==> config.mk <==
export PLATFORM = sky130hd
export DESIGN_NAME = feeder_scheduler
export DESIGN_NICKNAME = d
export VERILOG_FILES = /design/src/rtl/feeder_scheduler.sv
export SDC_FILE = /design/constraint.sdc
export NUM_CORES = 1
export LEC_CHECK = 0
export ABC_AREA = 1
export CORE_UTILIZATION = 51
export CTS_BUF_LIST = sky130_fd_sc_hd__clkbuf_8
export CTS_CLUSTER_DIAMETER = 30
export DETAILED_ROUTE_END_ITERATION = 10
export PLACE_DENSITY = 0.8
export SYNTH_ARGS = -nofsm -noshare
export SYNTH_HDL_FRONTEND = slang
export SYNTH_SLANG_ARGS = --single-unit
==> constraint.sdc <==
create_clock -name clk -period 1.1 [get_ports clk]
set_input_delay 0.11 -clock clk [delete_from_list [all_inputs] [get_ports clk]]
set_output_delay 0.11 -clock clk [all_outputs]
set_load 0.005 [all_outputs]
==> src/rtl/feeder_scheduler.sv <==
// feeder_scheduler: load strobe + skewed per-row shift enables for systolic feeders.
// Optional stall gating of the feed phase: define FEEDER_SCHED_STALL_EN.
module feeder_scheduler #(
  parameter int N_ROWS = 7,
  parameter int DEPTH  = 7,
  parameter int DRAIN  = 4
) (
  input  logic              clk,
  input  logic              reset,
  input  logic              start,
  input  logic              stall,
  output logic [N_ROWS-1:0] load,
  output logic [N_ROWS-1:0] shift_en,
  output logic              busy,
  output logic              done
);

  localparam int NSLOT = DEPTH + N_ROWS - 1;
  localparam int TW    = $clog2(DEPTH + N_ROWS);
  localparam int DW    = (DRAIN > 0) ? $clog2(DRAIN + 1) : 1;

  typedef enum logic [2:0] {
    S_IDLE,
    S_LOAD,
    S_FEED,
    S_DRAIN,
    S_DONE
  } state_e;

  state_e            state_q, state_d;
  logic [TW-1:0]     t_q, t_d;
  logic [DW-1:0]     d_q, d_d;
  logic [N_ROWS-1:0] load_q, load_d;
  logic [N_ROWS-1:0] shift_q, shift_d;
  logic              busy_q, busy_d;
  logic              done_q, done_d;
  logic              hold;

`ifdef FEEDER_SCHED_STALL_EN
  assign hold = stall;
`else
  logic unused_stall;
  assign unused_stall = stall;
  assign hold = 1'b0;
`endif

  // t is the next feed slot to emit; row r is live for slots r .. r+DEPTH-1
  function automatic logic [N_ROWS-1:0] pattern(input logic [TW-1:0] t);
    logic [N_ROWS-1:0] v;
    v = '0;
    for (int r = 0; r < N_ROWS; r++) begin
      v[r] = (int'(t) >= r) && (int'(t) < r + DEPTH);
    end
    return v;
  endfunction

  // next state and next registered outputs
  always_comb begin
    state_d = state_q;
    t_d     = t_q;
    d_d     = d_q;
    load_d  = '0;
    shift_d = '0;
    busy_d  = 1'b0;
    done_d  = 1'b0;
    unique case (state_q)
      S_IDLE: begin
        if (start) begin
          state_d = S_LOAD;
          load_d  = '1;
          busy_d  = 1'b1;
        end
      end
      S_LOAD: begin
        state_d = S_FEED;
        shift_d = pattern('0);
        t_d     = TW'(1);
        busy_d  = 1'b1;
      end
      S_FEED: begin
        busy_d = 1'b1;
        if (int'(t_q) == NSLOT) begin
          t_d = '0;
          d_d = '0;
          if (DRAIN == 0) begin
            state_d = S_DONE;
            done_d  = 1'b1;
          end else begin
            state_d = S_DRAIN;
          end
        end else if (!hold) begin
          shift_d = pattern(t_q);
          t_d     = t_q + TW'(1);
        end
      end
      S_DRAIN: begin
        busy_d = 1'b1;
        if (int'(d_q) == DRAIN - 1) begin
          state_d = S_DONE;
          done_d  = 1'b1;
          d_d     = '0;
        end else begin
          d_d = d_q + DW'(1);
        end
      end
      S_DONE: begin
        state_d = S_IDLE;
      end
      default: begin
        state_d = S_IDLE;
      end
    endcase
  end

  // state, counters and output registers; reset clears outputs at once
  always_ff @(posedge clk or negedge reset) begin
    if (!reset) begin
      state_q <= S_IDLE;
      t_q     <= '0;
      d_q     <= '0;
      load_q  <= '0;
      shift_q <= '0;
      busy_q  <= 1'b0;
      done_q  <= 1'b0;
    end else begin
      state_q <= state_d;
      t_q     <= t_d;
      d_q     <= d_d;
      load_q  <= load_d;
      shift_q <= shift_d;
      busy_q  <= busy_d;
      done_q  <= done_d;
    end
  end

  assign load     = load_q;
  assign shift_en = shift_q;
  assign busy     = busy_q;
  assign done     = done_q;

endmodule

==> results.yml <==
critical_path:
  crit_path_top_delay_cell: "dfrtp_2"
  rrSetupSlack_ps: -70
  worstPathCellList: "nor2_2, nand2_2, a211oi_1"
  crit_start: "state_q[2]"
  path_buf_inv: 0
  reg2reg_to: "shift_en[6]"
  path_max_fanout: 5
  start_kind: "flop"
  ff2ff_path_depth: 3
  reg2reg_from: "state_q[2]"
  worstPathArrival_ps: 1300
  cp_top_family: "flip-flops"
  path_class: "flop to flop"
  slowest_delay_ps: 440
  end_kind: "flop"
  cp.required_ps: 1230
sta:
  min_period_ps: 1170
  worst_slack_ps: -73.5
  whs_ps: 185
  maxSlewViolCount: 0
  rsz0062_at_grt: "true"
  fin_crit_sh_pct: 107
  fin_worst_skew_ps: 1.63
  relSlewSlack_pct: 77.8
  setup_violations: 8
  timing.fmax_mhz: 852
  tightest_slew_ps: 331
  hold_viol: 0
place:
  dp_slack_ps: -29.5
  place_hpwl_microns: 1240
  gp_congestion: 0.912
  port-buffer-count: 18
floorplan:
  start_util_pct: 57.5
  core-area_sq_um: 1590
  std_cell_rows: 14
  die_area_sq_um: 1970
  die_x_microns: 44.4
  dieHeight_microns: 44.4
  ios: 20
clocking:
  clkSlewWorstSetupHoldPaths_ps: 70
  clock-sinks: 20
  tritoncts: "yes"
  root_buffer: "clkbuf_8"
  clock_latency_ps: 250
  clk_path_buf_depth: 2
  htreeDepth: 1
  hold_buffers: 0
  cts_buffers: 3
finish:
  drive_gt1_share_pct: 34.1
  final_common_cell: "dfrtp_1"
  final_cell_mix: "19 x dfrtp_1, 17 x nand2_1, 15 x buf_4"
  final_nets: 144
  n_antenna_cell: 0
  area_delta_synth_final_pct: 42.3
global_routing:
  grt_pass1_vias: 731
  track_usage_pct: 21.9
  antenna_found_initial: 0
  grt_max_degree: 21
  grt_first_pass_wirelength_microns: 3040
  grt_overflow: 0
detailed_routing:
  route.antenna.remaining_nets: 0
  drt_iter0_markers: 30
  route.detailed.drc: 0
  firstDrtPassIters: 6
  routed_wl_microns: 2050
  wire_per_inst_microns: 12.7
  viasPerCell: 5.01
  num_vias: 811
pwr:
  ir_drop_mv: 2.05
  p_leak_nw: 0.680
  p_per_area_nw_per_um2: 2980
  total_power_mw: 3.88
synthesis:
  synth.avg_cell_area_sq_um: 8.72
  synth_cell_types: 20
  yosysSeqAreaShare_pct: 54.6
  synth_cells: 105
  ys_seq_elements: 20
  synthTopCellsByArea: "dfrtp_1 55%, nand2_1 9.4%, inv_1 5.3%"
  yosysTopAreaCell: "dfrtp_1"
  yosys_warnings: 0
  yosys.area.top_type_share_pct: 54.6
  synth_area_sq_um: 916
  synth_fp_nets: 110
outcome:
  status: "finished, violations left"
  failed_checks: "negative setup slack"
worst_hold_path:
  worstHoldPathType: "input pin to asynchronous set/reset pin"
run:
  drv_cap: 0
[area by class of cell]
| class | instances | area (sq um) |
|---|---|---|
| Sequential cell | 20 | 502 |
| Multi-Input combinational cell | 66 | 368 |
| Fill cell | 79 | 290 |
| Timing Repair Buffer | 35 | 284 |
| Inverter | 13 | 48.8 |
| Clock buffer | 3 | 41.3 |
| Clock inverter | 1 | 30.0 |
| Tap cell | 24 | 30.0 |
[synth_stat cells (all sizes together)]
library cell / instances
nand2: 24
dfrtp: 20
nor2: 14
inv: 13
o21ai: 8
nand3: 7
buf: 6
a21oi: 4
a211oi: 2
a31oi: 2
and2: 1
ha: 1
nand4: 1
nor3: 1
o211ai: 1
[worst max path at each step]
stage               slack, ps           to  cells past startpoint
global route              -90  shift_en[6]                      3
finish                    -70  shift_en[6]                      3
global placement          -20       t_q[3]                      6
floorplan                  40   state_q[1]                      5
detailed placement        -30       t_q[3]                      6
CTS                       -70      load[4]                      2
[timing repair]
item,in CTS,in global routing
pin swaps,3,4
setup endpoints to repair,25,20
resized for setup,29,20
hold endpoints to repair,0,0
setup buffers,5,1
[kinds of logic (layout without fill, tap and decap cells)]
| logic type | after synthesis | count (layout) | share of synthesized area, % |
|---|---|---|---|
| simple gates | 48 | 48 | 23.0 |
| flops | 20 | 20 | 54.6 |
| fa+ha+maj | 1 | 1 | 1.37 |
| compound gates | 17 | 17 | 10.8 |
| buf+inv | 19 | 52 | 10.2 |
[where the power goes]
part / internal [mW] / switching [mW] / leakage [nW]
clock: 0.485 / 0.228 / 0.0357
sequential: 1.01 / 0.207 / 0.252
combinational: 0.890 / 1.06 / 0.392
[metrics by stage]
step,instances,cell area (sq um),TNS [ps],utilization [%]
after floorplan,105,916,0,-
after global placement,152,1160,-28.6,73.0
after detailed placement,152,1160,-41.5,73.0
after CTS,161,1280,-163,80.1
after global routing,162,1300,-848,81.8
final,162,1300,-190,81.8
[flip-flops by register name, summed over array words and instances (netlist names)]
| signal | flops |
|---|---|
| shift_en | 7 |
| t_q | 4 |
| state_q | 3 |
| done | 1 |
| busy | 1 |
| d_q | 3 |
| load | 1 |
[layer usage]
layer  part of all wire (%)  track usage (%)  routed length (microns)
met3                    7.7             4.08                      159
met5                      0                0                        0
met2                     53             42.1                     1080
met1                     39             24.5                      799
met4                   0.63             5.45                       13
(Power assumes the default switching activity.)
